===== config.mk =====
export PLATFORM = sky130hd
export DESIGN_NAME = mcu_local_axil_write_fsm
export DESIGN_NICKNAME = d
export VERILOG_FILES = /design/src/rtl/mcu_local_axil_write_fsm.sv
export SDC_FILE = /design/constraint.sdc
export NUM_CORES = 1
export LEC_CHECK = 0
export ABC_AREA = 1
export BUFFER_PORTS_ARGS = -buffer_cell sky130_fd_sc_hd__buf_2
export CORE_MARGIN = 2
export CORE_UTILIZATION = 32
export DETAILED_ROUTE_END_ITERATION = 10
export HOLD_SLACK_MARGIN = 0.1
export SKIP_LAST_GASP = 1
export SLEW_MARGIN = 25
export SYNTH_ARGS = -nofsm -noshare
export SYNTH_HDL_FRONTEND = slang
export SYNTH_SLANG_ARGS = --single-unit

===== constraint.sdc =====
create_clock -name clk -period 3.5 [get_ports clk]
set_input_delay 0 -clock clk [delete_from_list [all_inputs] [get_ports clk]]
set_output_delay 0 -clock clk [all_outputs]
set_load 0.02 [all_outputs]

===== src/rtl/mcu_local_axil_write_fsm.sv =====
// Local write-side FSM: drains an AXI-Stream of result words into an AXI-Lite slave,
// one outstanding write at a time, with wrapping word address and bounded pass count.
module mcu_local_axil_write_fsm #(
    parameter int                       GLO_FSM_WIDTH    = 2,
    parameter logic [GLO_FSM_WIDTH-1:0] GLO_FSM_STR      = 2'd1,
    parameter logic [GLO_FSM_WIDTH-1:0] GLO_FSM_END      = 2'd2,
    parameter logic [GLO_FSM_WIDTH-1:0] GLO_FSM_ERR      = 2'd3,
    parameter int                       DATA_WIDTH       = 16,
    parameter int                       ADDR_WIDTH       = 32,
    parameter int                       STRB_WIDTH       = DATA_WIDTH/8,
    parameter int                       INTER_ITER_WIDTH = 32
) (
    input  logic                        clk,
    input  logic                        rst,
    input  logic [DATA_WIDTH-1:0]       s_axis_tdata,
    input  logic                        s_axis_tvalid,
    output logic                        s_axis_tready,
    input  logic                        s_axis_tlast,
    output logic [ADDR_WIDTH-1:0]       m_axil_awaddr,
    output logic [2:0]                  m_axil_awprot,
    output logic                        m_axil_awvalid,
    input  logic                        m_axil_awready,
    output logic [DATA_WIDTH-1:0]       m_axil_wdata,
    output logic [STRB_WIDTH-1:0]       m_axil_wstrb,
    output logic                        m_axil_wvalid,
    input  logic                        m_axil_wready,
    input  logic [1:0]                  m_axil_bresp,
    input  logic                        m_axil_bvalid,
    output logic                        m_axil_bready,
    input  logic [GLO_FSM_WIDTH-1:0]    glo_fsm_state,
    input  logic [ADDR_WIDTH:0]         addr_counter_max,
    input  logic [INTER_ITER_WIDTH-1:0] inter_counter_max,
    output logic                        write_done,
    output logic                        error
);

    // OPE is split into its ACCEPT / ISSUE / RESP sub-phases
    localparam logic [2:0] ST_STR = 3'd0;
    localparam logic [2:0] ST_ACC = 3'd1;
    localparam logic [2:0] ST_ISS = 3'd2;
    localparam logic [2:0] ST_RSP = 3'd3;
    localparam logic [2:0] ST_ERR = 3'd4;
    localparam logic [2:0] ST_END = 3'd5;

    logic [2:0]                  state_q, state_d;
    logic [ADDR_WIDTH-1:0]       addr_q, addr_d;
    logic [INTER_ITER_WIDTH-1:0] pass_q, pass_d;
    logic [DATA_WIDTH-1:0]       wdata_q, wdata_d;
    logic                        awvalid_q, awvalid_d;
    logic                        wvalid_q, wvalid_d;
    logic                        bready_q, bready_d;
    logic                        done_q, done_d;
    logic                        error_q, error_d;
    logic                        abort_q, abort_d;

    logic                        glo_err;
    logic [ADDR_WIDTH:0]         addr_sum;
    logic [INTER_ITER_WIDTH:0]   pass_sum;
    logic                        addr_wrap;
    logic                        is_last;

    assign glo_err   = (glo_fsm_state == GLO_FSM_ERR);
    assign addr_sum  = {1'b0, addr_q} + 1'b1;
    assign pass_sum  = {1'b0, pass_q} + 1'b1;
    assign addr_wrap = (addr_sum == addr_counter_max);
    assign is_last   = addr_wrap && (pass_sum == {1'b0, inter_counter_max});

    // A global ERR must stop new words immediately, hence the direct gating
    assign s_axis_tready  = (state_q == ST_ACC) && !glo_err;
    assign m_axil_awaddr  = addr_q;
    assign m_axil_awprot  = 3'b000;
    assign m_axil_awvalid = awvalid_q;
    assign m_axil_wdata   = wdata_q;
    assign m_axil_wstrb   = '1;
    assign m_axil_wvalid  = wvalid_q;
    assign m_axil_bready  = bready_q;
    assign write_done     = done_q;
    assign error          = error_q;

    always_comb begin
        state_d   = state_q;
        addr_d    = addr_q;
        pass_d    = pass_q;
        wdata_d   = wdata_q;
        awvalid_d = awvalid_q;
        wvalid_d  = wvalid_q;
        bready_d  = bready_q;
        abort_d   = abort_q;
        case (state_q)
            ST_STR: begin
                if (glo_fsm_state == GLO_FSM_STR) begin
                    if (addr_counter_max == '0 || inter_counter_max == '0) begin
                        state_d = ST_ERR;
                    end else begin
                        addr_d  = '0;
                        pass_d  = '0;
                        abort_d = 1'b0;
                        state_d = ST_ACC;
                    end
                end
            end
            ST_ACC: begin
                if (glo_err) begin
                    state_d = ST_ERR;
                end else if (s_axis_tvalid) begin
                    if (s_axis_tlast != is_last) begin
                        state_d = ST_ERR;
                    end else begin
                        wdata_d   = s_axis_tdata;
                        awvalid_d = 1'b1;
                        wvalid_d  = 1'b1;
                        state_d   = ST_ISS;
                    end
                end
            end
            ST_ISS: begin
                if (glo_err) abort_d = 1'b1;
                if (m_axil_awready) awvalid_d = 1'b0;
                if (m_axil_wready)  wvalid_d  = 1'b0;
                if ((!awvalid_q || m_axil_awready) && (!wvalid_q || m_axil_wready)) begin
                    bready_d = 1'b1;
                    state_d  = ST_RSP;
                end
            end
            ST_RSP: begin
                if (glo_err) abort_d = 1'b1;
                if (m_axil_bvalid) begin
                    bready_d = 1'b0;
                    if (m_axil_bresp != 2'b00) begin
                        state_d = ST_ERR;
                    end else begin
                        if (addr_wrap) begin
                            addr_d = '0;
                            pass_d = pass_sum[INTER_ITER_WIDTH-1:0];
                        end else begin
                            addr_d = addr_sum[ADDR_WIDTH-1:0];
                        end
                        if (is_last)                  state_d = ST_END;
                        else if (abort_q || glo_err)  state_d = ST_ERR;
                        else                          state_d = ST_ACC;
                    end
                end
            end
            ST_ERR: if (glo_err) state_d = ST_STR;
            ST_END: if (glo_fsm_state == GLO_FSM_END) state_d = ST_STR;
            default: state_d = ST_STR;
        endcase
        done_d  = (state_d == ST_END);
        error_d = (state_d == ST_ERR);
    end

    always_ff @(posedge clk) begin
        if (rst) begin
            state_q   <= ST_STR;
            addr_q    <= '0;
            pass_q    <= '0;
            wdata_q   <= '0;
            awvalid_q <= 1'b0;
            wvalid_q  <= 1'b0;
            bready_q  <= 1'b0;
            done_q    <= 1'b0;
            error_q   <= 1'b0;
            abort_q   <= 1'b0;
        end else begin
            state_q   <= state_d;
            addr_q    <= addr_d;
            pass_q    <= pass_d;
            wdata_q   <= wdata_d;
            awvalid_q <= awvalid_d;
            wvalid_q  <= wvalid_d;
            bready_q  <= bready_d;
            done_q    <= done_d;
            error_q   <= error_d;
            abort_q   <= abort_d;
        end
    end

endmodule


==> reports/metrics.csv, run 1 <==
stage,metric,value,unit
global_route,grt_pass1_vias,8166,
floorplanning,die_h,158,um
drt,top_layer,met5,
sta,layout_worst_path_cycle_share,90.1,%
placed_design,dpl.hpwl,20.4,mm
setup_path,critical_path_buf_inv_count,2,
drt,routed-wl-met3,1.55,mm
drt,vias,8949,
global_route,grt_start_max_net_pins,44,
clock_tree,cts_root_buf,clkbuf_16,
global_route,antenna_found_initial,1,
setup_path,reg2reg_to,pass_q[19]$_SDFFE_PP0P_,
sta,setup_tns,0,ns
min_path,min_path_type,primary input to register,
drt,vias_per_cell,4.91,
power,switching_power,0.934,mW
logic_synthesis,synth.distinct_cells,42,
logic_synthesis,synth_area_leader_cell,dfxtp_1,
setup_path,path_cells,ha_1 -> nand2_4 -> nor2_8 -> nand2_4 -> nor2_1 -> nand3_1 -> nand2_1 -> nand2_1 -> nand2_1 -> nand2_1 -> nor2_1 -> nand2_1 -> nor2_2 -> inv_2 -> o21ai_4 -> nand2_4 -> buf_4 -> o21ai_0 -> a21oi_1,
setup_path,max_stage_delay,0.43,ns
floorplanning,die_area,25000,um^2
floorplanning,initial_core_util,32.5,%
logic_synthesis,seq_area_frac_synth,23.4,%
setup_path,path_max_fanout,36,
clock_tree,clock-sinks,89,
drt,drc,0,
sta,finalHoldViolCount,0,
clock_tree,numCtsBuffers,9,
sta,hold_ws,0.138,ns
sta,worst_clock_skew,0.0137,ns
drt,drtPass1Iterations,5,
power,power.leakage,4.13,nW
run,drv_cap,0,
sta,finalSetupViolCount,0,
drt,wl_met2,12.0,mm
sta,fin_crit,3.15,ns
sta,max_freq,0.317,GHz
setup_path,critPathLaunchType,register,
logic_synthesis,synth.avg_cell_area,5.64,um^2
drt,postRouteAntennaNets,0,
setup_path,cp.arrival,3.39,ns
global_route,grt_pass1_wl,41.8,mm
power,vdd_drop_max,237,uV
setup_path,critPathCapture,pass_q[19]$_SDFFE_PP0P_,
power,p_clk_share,37.4,%
setup_path,cp_num_cells,19,
clock_tree,clk_latency,0.36,ns
setup_path,r2r_cells,19,
logic_synthesis,mappedNetlistArea,7600,um^2
logic_synthesis,synth_area_leaders,"dfxtp_1 (23%), nand2_1 (22%), nand3_1 (9.1%)",
floorplanning,core_area,23400,um^2
placed_design,placed_area,8580,um^2
setup_path,rrSetupSlack,0.35,ns
final_layout,drive_above_1_share,16.2,%
floorplanning,ios,151,
sta,worst_pin_slew,0.631,ns
power,switching_share,33.6,%
drt,routedWlPerCell,14.5,um
clock_tree,cts_setup_buffers,0,
final_layout,nets,1593,
final_layout,final_cell_mix,"nand2_1 (452), inv_1 (175), buf_2 (145)",
drt,wl,26.4,mm
clock_tree,cts_buffer_depth,2,
sta,rsz0062_at_grt,no,
setup_path,r2r-start,m_axil_awaddr[1]$_SDFFE_PP0P_,
sta,slew_viol_final,0,
logic_synthesis,synth_top_area_share,23.4,%
clock_tree,cts_tree,done,
drt,drtIter0Drc,669,
power,power_per_cell_area,307,nW/um^2
setup_path,path_delay_family,simple AND/OR/NAND/NOR gates,
clock_tree,clkTransAtPathRegs,0.07,ns
setup_path,worst_path_most_repeated_cell,nand2_1,
global_route,grt_use_total,21.4,%
placed_design,gp_congestion,0.926,
placed_design,io_buffers,145,
run_status,status,"complete, no violations",
global_route,grt_overflow,0,
setup_path,cp_slowest_cell,dfxtp_1,
setup_path,worstPathRequired,3.74,ns
final_layout,syn_to_final_growth,19.3,%
logic_synthesis,syn_inst,1347,
power,power_frac_comb,21.5,%
setup_path,worstSetupPathType,register to register,
power,p_int,1.85,mW
logic_synthesis,ys_seq_elements,89,
sta,slew_headroom,57.8,%
drt,met1Wirelength,12.4,mm
setup_path,startpoint,m_axil_awaddr[1]$_SDFFE_PP0P_,
floorplanning,rows,56,
setup_path,worstSetupEndpointType,register,
final_layout,mostFrequentLayoutCell,nand2_1,
final_layout,diodes,0,
final_layout,fin_area,9070,um^2
floorplanning,fp.dieW,158,um
clock_tree,htree_levels,3,
logic_synthesis,yosysWarnings,0,
power,p_seq_share,41.1,%
-- sequential cells by signal (all words and copies together) (netlist names) --
signal	cells
m_axil_bready	1
abort_q	1
m_axil_wdata	16
m_axil_wvalid	1
write_done	1
m_axil_awaddr	32
state_q	3
pass_q	32
m_axil_awvalid	1
error	1
-- power by group through the flow --
stage | Clock, mW | Sequential (mW) | Combinational (mW)
2_1_floorplan | 0 | 1.16 | 0.400
3_3_place_gp | 0 | 1.17 | 0.573
3_5_place_dp | 0 | 1.16 | 0.581
4_1_cts | 1.07 | 1.14 | 0.598
5_1_grt | 1.10 | 1.15 | 0.681
6_report | 1.04 | 1.14 | 0.597
-- stage by stage --
stage                     setup slack, ns  std cells  power (mW)  utilization, %
after floorplan                     0.761       1350        1.56               -
after global placement              0.361       1789        1.74            36.7
after detailed placement            0.289       1789        1.74            36.7
after CTS                           0.243       1823        2.81            38.7
after global routing               0.0139       1823        2.93            38.8
final                               0.346       1823        2.78            38.8
-- cell families (layout without fill, tap and decap cells) --
| group | after synthesis | in the layout | share of synthesized area, % |
|---|---|---|---|
| AO/OA/AOI/OAI | 177 | 177 | 13.2 |
| XOR/XNOR | 4 | 4 | 0.642 |
| adder cells (fa/ha/maj) | 2 | 2 | 0.329 |
| buffers and inverters | 221 | 375 | 12.2 |
| flip-flops | 89 | 89 | 23.4 |
| other | 2 | 5 | 0.0988 |
| AND/OR/NAND/NOR | 852 | 852 | 50.1 |
-- Yosys cell counts, drive strengths merged --
master	count
nand2	464
inv	183
nor2	164
nand3	141
a21oi	110
dfxtp	89
o21ai	63
nand4	48
buf	18
clkbuf	17
nand3b	14
nor4	10
nor3	7
clkinv	3
and2	2
conb	2
ha	2
xor2	2
a221oi	1
a31oi	1
nor3b	1
o211ai	1
o21bai	1
or3	1
xnor2	1
xnor3	1
-- worst register-to-register path: stages, from the launching register on --
cell     delay [ns]
dfxtp_1        0.43
ha_1           0.28
nand2_4        0.11
nor2_8         0.22
nand2_4        0.12
nor2_1         0.24
nand3_1        0.17
nand2_1        0.10
nand2_1        0.05
nand2_1        0.08
nand2_1        0.06
nor2_1         0.15
nand2_1        0.08
nor2_2         0.12
inv_2          0.06
o21ai_4        0.15
nand2_4        0.06
buf_4          0.26
o21ai_0        0.23
a21oi_1        0.06
-- worst min path at each step --
stage | startpoint | to | cells past startpoint
floorplan | s_axis_tdata[14] | m_axil_wdata[14]$_SDFFE_PP0P_ | 2
global placement | s_axis_tdata[7] | m_axil_wdata[7]$_SDFFE_PP0P_ | 3
detailed placement | s_axis_tdata[7] | m_axil_wdata[7]$_SDFFE_PP0P_ | 3
CTS | m_axil_awready | m_axil_awvalid$_SDFFE_PP0P_ | 6
global route | m_axil_wready | m_axil_wvalid$_SDFFE_PP0P_ | 6
finish | m_axil_wready | m_axil_wvalid$_SDFFE_PP0P_ | 6
-- routing by layer --
layer | vias up | global-route usage, %
met5 | - | 0
met4 | 2 | 4.98
met3 | 27 | 3.42
met2 | 267 | 35.4
met1 | 4013 | 29.2
li1 | 4640 | -
-- layout make-up --
type | instances | area [um^2]
inverter | 186 | 698
multi-input combinational | 1040 | 4910
timing repair buffer | 173 | 988
tap | 319 | 399
clock buffer | 10 | 229
fill | 2653 | 14300
sequential | 89 | 1780
clock inverter | 6 | 71.3
-- repair_timing --
item                                   4_1_cts  5_1_grt
hold buffers                                18        0
gates resized for setup                      0        3
setup endpoints to repair                    0       13
endpoints found under the hold margin       17        0
Power figures use the tool's default switching activity.
==> run 2: changes to the inputs <==
Settings changed: BUFFER_PORTS_ARGS -buffer_cell sky130_fd_sc_hd__buf_2 to -buffer_cell sky130_fd_sc_hd__buf_4.
==> run 2 against run 1 <==
Against the previous run:
- worst hold slack got worse by 0.031 ns
- clock power barely moved
- combinational power is 4.7% higher
==> reports/metrics.csv, run 2 (synthesis gave the netlist of run 1 again) <==
stage,metric,value,unit,change
final_layout,ff_latch_area,1780,um^2,unchanged
clock_tree,clock-sinks,89,,unchanged
clock_tree,cts_root_buf,clkbuf_16,,
floorplanning,initial_core_util,32.5,%,unchanged
drt,drc,0,,unchanged
sta,rsz0062_at_grt,no,,
drt,postRouteAntennaNets,0,,unchanged
sta,setup_tns,0,ns,unchanged
power,power.total,2.79,mW,+0.37%
global_route,grt_start_max_net_pins,45,,+2.3%
clock_tree,cts_tree,done,,
clock_tree,numCtsBuffers,9,,unchanged
setup_path,cp.arrival,3.42,ns,+0.03 ns
final_layout,diodes,0,,unchanged
global_route,antenna_found_initial,0,,-1
sta,layout_worst_path_cycle_share,90.8,%,+0.73 points
floorplanning,fp.dieW,158,um,unchanged
sta,slew_viol_final,0,,unchanged
global_route,grt_overflow,0,,unchanged
run_status,status,"complete, no violations",,
final_layout,syn_to_final_growth,24.5,%,
final_layout,mostFrequentLayoutCell,nand2_1,,
min_path,min_path_type,primary input to register,,
sta,hold_ws,0.107,ns,-0.0306 ns
placed_design,dpl.hpwl,20.2,mm,-1.3%
drt,vias_per_cell,4.95,,+0.79%
setup_path,worstPathRequired,3.74,ns,about the same
clock_tree,cts_buffer_depth,2,,unchanged
setup_path,worstSetupEndpointType,register,,
setup_path,path_max_fanout,38,,+5.6%
final_layout,nets,1595,,+0.13%
run,drv_cap,0,,unchanged
global_route,grt_pass1_wl,41.2,mm,-1.3%
power,power_per_cell_area,295,nW/um^2,-3.8%
sta,fin_crit,3.18,ns,+0.0257 ns
sta,worst_clock_skew,0.0158,ns,+0.00212 ns
placed_design,io_buffers,145,,unchanged
final_layout,final.fill_count,2586,,-2.5%
sta,max_freq,0.314,GHz,-0.81%
setup_path,worstSetupPathType,register to register,,
sta,finalHoldViolCount,0,,unchanged
clock_tree,clkTransAtPathRegs,0.08,ns,about the same
final_layout,final_cell_mix,"nand2_1 (452), inv_1 (175), buf_4 (155)",,
placed_design,placed_area,8950,um^2,+4.3%
placed_design,gp_congestion,0.992,,+7.1%
final_layout,fin_area,9460,um^2,+4.3%
power,power.leakage,4.22,nW,+2.3%
drt,drtIter0Drc,694,,+3.7%
drt,wl,26.1,mm,-1.1%
drt,routedWlPerCell,14.3,um,-1.2%
global_route,grt_pass1_vias,8056,,-1.3%
floorplanning,die_h,158,um,unchanged
setup_path,critPathLaunchType,register,,
drt,vias,9030,,+0.91%
clock_tree,cts_setup_buffers,0,,unchanged
sta,finalSetupViolCount,0,,unchanged
final_layout,multi_input_area,4910,um^2,+0.10%
sta,slew_headroom,60.3,%,+2.6 points
power,vdd_drop_max,167,uV,-29%
sta,worst_pin_slew,0.593,ns,-0.0385 ns
global_route,grt_use_total,20.9,%,-0.49 points
floorplanning,die_area,25000,um^2,unchanged
floorplanning,ios,151,,unchanged
final_layout,drive_above_1_share,16.3,%,+0.11 points
clock_tree,clk_latency,0.36,ns,about the same
clock_tree,htree_levels,3,,unchanged
floorplanning,core_area,23400,um^2,unchanged
drt,drtPass1Iterations,6,,+1
floorplanning,rows,56,,unchanged
[run 2: where the power goes]
group / switching, mW / internal [mW]
Clock: 0.511 / 0.509
Combinational: 0.378 / 0.247
Sequential: 0.0769 / 1.07
Total: 0.966 / 1.83
[run 2: layer usage]
metal | vias to the layer above | global-route usage, % | part of all wire, %
li1 | 4633 | - | -
met1 | 4092 | 28.6 | 46
met2 | 259 | 33.6 | 46
met3 | 46 | 3.12 | 5.6
met4 | 0 | 6.95 | 2.6
met5 | - | 0 | 0
[run 2: path summary, 6_finish.rpt]
path	from	to	slack, ns	cells after the start
worst max-delay path	m_axil_awaddr[15]$_SDFFE_PP0P_	pass_q[19]$_SDFFE_PP0P_	0.32	17
worst min-delay path	s_axis_tvalid	state_q[2]$_SDFF_PP0_	0.11	7
worst max register to register	m_axil_awaddr[15]$_SDFFE_PP0P_	pass_q[19]$_SDFFE_PP0P_	0.32	17
worst min register to register	m_axil_wdata[2]$_SDFFE_PP0P_	m_axil_wdata[2]$_SDFFE_PP0P_	0.45	2
[run 2: timing repair]
item / 4_1_cts / 5_1_grt
endpoints found under the hold margin: 43 / 0
endpoints found under the setup margin: 0 / 19
hold buffers: 19 / 0
resized for setup: 0 / 4
[run 2: critical path, stage by stage (launching register included)]
cell     delay [ns]
dfxtp_1        0.53
nand2_1        0.14
nor2_1         0.31
nor3b_1        0.34
nand3_1        0.17
nand2_1        0.10
nand2_1        0.05
nand2_1        0.13
nand3_1        0.10
nor2_1         0.15
nand2_1        0.08
nor2_2         0.12
inv_2          0.06
o21ai_4        0.15
nand2_4        0.06
buf_4          0.27
o21ai_0        0.21
a21oi_1        0.06
[run 2: cell type report]
| cell class | count | share of cell area, % |
|---|---|---|
| well taps | 319 | 4.22 |
| clock inverters | 7 | 0.833 |
| inverters | 186 | 7.38 |
| repair buffers | 175 | 14.5 |
| multi-input cells | 1040 | 51.9 |
| clock buffers | 9 | 2.38 |
| flip-flops and latches | 89 | 18.8 |
[run 2: through the flow]
| step | util, % | setup slack [ns] | cells |
|---|---|---|---|
| 2_1_floorplan | - | 0.761 | 1350 |
| 3_3_place_gp | 38.3 | 0.324 | 1790 |
| 3_5_place_dp | 38.3 | 0.280 | 1790 |
| 4_1_cts | 40.4 | 0.241 | 1825 |
| 5_1_grt | 40.4 | 0.0166 | 1825 |
| 6_report | 40.4 | 0.320 | 1825 |
==> run 3: changes to the inputs <==
==> constraint.sdc (replaced) <==
create_clock -name clk -period 3.5 [get_ports clk]
set_input_delay 0.7 -clock clk [delete_from_list [all_inputs] [get_ports clk]]
set_output_delay 0.7 -clock clk [all_outputs]
set_load 0.02 [all_outputs]
==> run 3 against run 2 <==
Against the previous run:
- setup slack worse by 0.052 ns
- via count is 1.0% lower
- sequential power hardly changed
- cell area is 1.8% lower
- highest routed layer unchanged
==> reports/metrics.csv, run 3 (synthesis gave the netlist of run 1 again) <==
stage,metric,value,unit,change
run_status,status,"complete, no violations",,
setup_path,cp.arrival,3.53,ns,+0.11 ns
clock_tree,cts_tree,done,,
global_route,grt_start_max_net_pins,39,,-13%
clock_tree,clk_latency,0.37,ns,about the same
power,switching_share,33.4,%,-1.2 points
sta,worst_pin_slew,0.603,ns,+0.0106 ns
sta,max_freq,0.309,GHz,-1.6%
sta,finalSetupViolCount,0,,unchanged
power,power.leakage,4.16,nW,-1.6%
power,vdd_drop_max,229,uV,+37%
clock_tree,cts_buffer_depth,2,,unchanged
drt,vias_per_cell,4.95,,about the same
floorplanning,fp.dieW,158,um,unchanged
drt,postRouteAntennaNets,0,,unchanged
clock_tree,htree_levels,3,,unchanged
drt,wl,25.9,mm,-0.81%
power,p_clk_share,38.4,%,+1.9 points
power,power_per_cell_area,307,nW/um^2,+3.9%
sta,timing.final.ws_setup,0.268,ns,-0.0519 ns
sta,slew_viol_final,0,,unchanged
setup_path,worst_path_most_repeated_cell,nand2_1,,
setup_path,max_stage_delay,0.42,ns,-0.11 ns
setup_path,path_max_fanout,35,,-7.9%
clock_tree,clkTransAtPathRegs,0.08,ns,about the same
clock_tree,cts_setup_buffers,0,,unchanged
floorplanning,die_h,158,um,unchanged
final_layout,diodes,0,,unchanged
drt,vias,8937,,-1.0%
setup_path,critPathLaunchType,register,,
sta,setup_tns,0,ns,unchanged
placed_design,place_ws,0.180,ns,-0.100 ns
min_path,min_path_type,register to register,,
floorplanning,rows,56,,unchanged
clock_tree,numCtsBuffers,9,,unchanged
setup_path,worstPathRequired,3.80,ns,+0.06 ns
power,p_int,1.90,mW,+3.9%
drt,drc,0,,unchanged
sta,layout_worst_path_cycle_share,92.3,%,+1.5 points
setup_path,critical_path_buf_inv_count,2,,unchanged
sta,slew_headroom,59.6,%,-0.71 points
clock_tree,cts_root_buf,clkbuf_16,,
global_route,grt_pass1_vias,7911,,-1.8%
placed_design,dpl.hpwl,20.2,mm,about the same
setup_path,worstSetupPathType,register to register,,
floorplanning,ios,151,,unchanged
power,switching_power,0.950,mW,-1.6%
final_layout,syn_to_final_growth,22.2,%,
final_layout,final_cell_mix,"nand2_1 (452), inv_1 (175), buf_4 (156)",,
setup_path,path_delay_family,simple AND/OR/NAND/NOR gates,,
clock_tree,ctsHoldBuffers,0,,-19
drt,drtIter0Drc,728,,+4.9%
final_layout,multi_input_area,4910,um^2,about the same
global_route,grt_use_total,20.8,%,-0.12 points
placed_design,gp_congestion,0.995,,+0.34%
drt,drtPass1Iterations,5,,-1
final_layout,mostFrequentLayoutCell,nand2_1,,
clock_tree,clock-sinks,89,,unchanged
run,drv_cap,0,,unchanged
sta,worst_clock_skew,0.0139,ns,-0.00195 ns
sta,rsz0062_at_grt,no,,
sta,finalHoldViolCount,0,,unchanged
final_layout,final.fill_count,2557,,-1.1%
final_layout,nets,1577,,-1.1%
global_route,grt_pass1_wl,40.8,mm,-1.1%
floorplanning,die_area,25000,um^2,unchanged
power,p_seq_share,40.3,%,-0.8 points
setup_path,path_cells,ha_1 -> nand2_1 -> nor2_4 -> nand2_1 -> nor2_4 -> nand2_1 -> nand3_1 -> nand2_1 -> nor2_1 -> nand2_1 -> nor2_1 -> nand3_1 -> nor2_2 -> nand3_2 -> nand4_4 -> buf_8 -> nand2_1 -> inv_1 -> nand2_1 -> nor2_1,,
setup_path,cp_slowest_cell,dfxtp_1,,
sta,fin_crit,3.23,ns,+0.0519 ns
placed_design,io_buffers,145,,unchanged
global_route,antenna_found_initial,0,,unchanged
floorplanning,initial_core_util,32.5,%,unchanged
final_layout,ff_latch_area,1780,um^2,unchanged
drt,routedWlPerCell,14.3,um,+0.18%
final_layout,drive_above_1_share,16.5,%,+0.20 points
global_route,grt_overflow,0,,unchanged
power,power_frac_comb,21.4,%,-1.0 points
floorplanning,core_area,23400,um^2,unchanged
setup_path,worstSetupEndpointType,register,,
[run 3: repair_timing]
item / CTS / global route
hold endpoints to repair: 0 / 0
setup endpoints to repair: 0 / 19
gates resized for setup: 0 / 3
[run 3: worst reg2reg max path: cells and delay by family (launching register included)]
family	cells	cell delay, ns
simple gates	17	2.22
flops	1	0.42
buf+inv	2	0.34
fa+ha+maj	1	0.20
[run 3: routing by layer]
layer	track usage [%]	up-vias	routed length [um]
li1	-	4604	-
met3	4.02	36	1700
met2	34.3	287	12000
met1	27.8	4010	11700
met4	5.32	0	541
met5	0	-	0
[run 3: power by group through the flow]
stage	clock network [mW]	registers [mW]	logic, mW
global placement	0	1.17	0.600
finish	1.09	1.15	0.609
CTS	1.12	1.14	0.610
detailed placement	0	1.17	0.608
floorplan	0	1.16	0.400
global route	1.16	1.16	0.686
[run 3: path summary, 6_finish.rpt]
path / start / to / slack [ns] / depth (start not counted)
max: pass_q[0]$_SDFFE_PP0P_ / write_done$_SDFF_PP0_ / 0.27 / 20
min: m_axil_wdata[0]$_SDFFE_PP0P_ / m_axil_wdata[0]$_SDFFE_PP0P_ / 0.45 / 2
max reg2reg: pass_q[0]$_SDFFE_PP0P_ / write_done$_SDFF_PP0_ / 0.27 / 20
min reg2reg: m_axil_wdata[0]$_SDFFE_PP0P_ / m_axil_wdata[0]$_SDFFE_PP0P_ / 0.45 / 2
[run 3: cell type report]
cell class,count,share of cell area (%)
clock buffer,10,2.57
clock inverter,6,0.848
inverter,186,7.51
multi-input combinational,1040,52.8
sequential,89,19.2
tap,319,4.30
timing repair buffer,157,12.8
[run 3: through the flow]
stage | instances | util, % | hold slack [ns] | total power, mW | area (um^2)
after global routing | 1807 | 39.7 | 0.474 | 3.00 | 9290
after detailed placement | 1791 | 38.3 | 0.439 | 1.78 | 8960
final | 1807 | 39.7 | 0.446 | 2.85 | 9290
after CTS | 1807 | 39.6 | 0.450 | 2.88 | 9280
after global placement | 1791 | 38.3 | 0.433 | 1.77 | 8960
after floorplan | 1350 | - | 0.453 | 1.56 | 7610
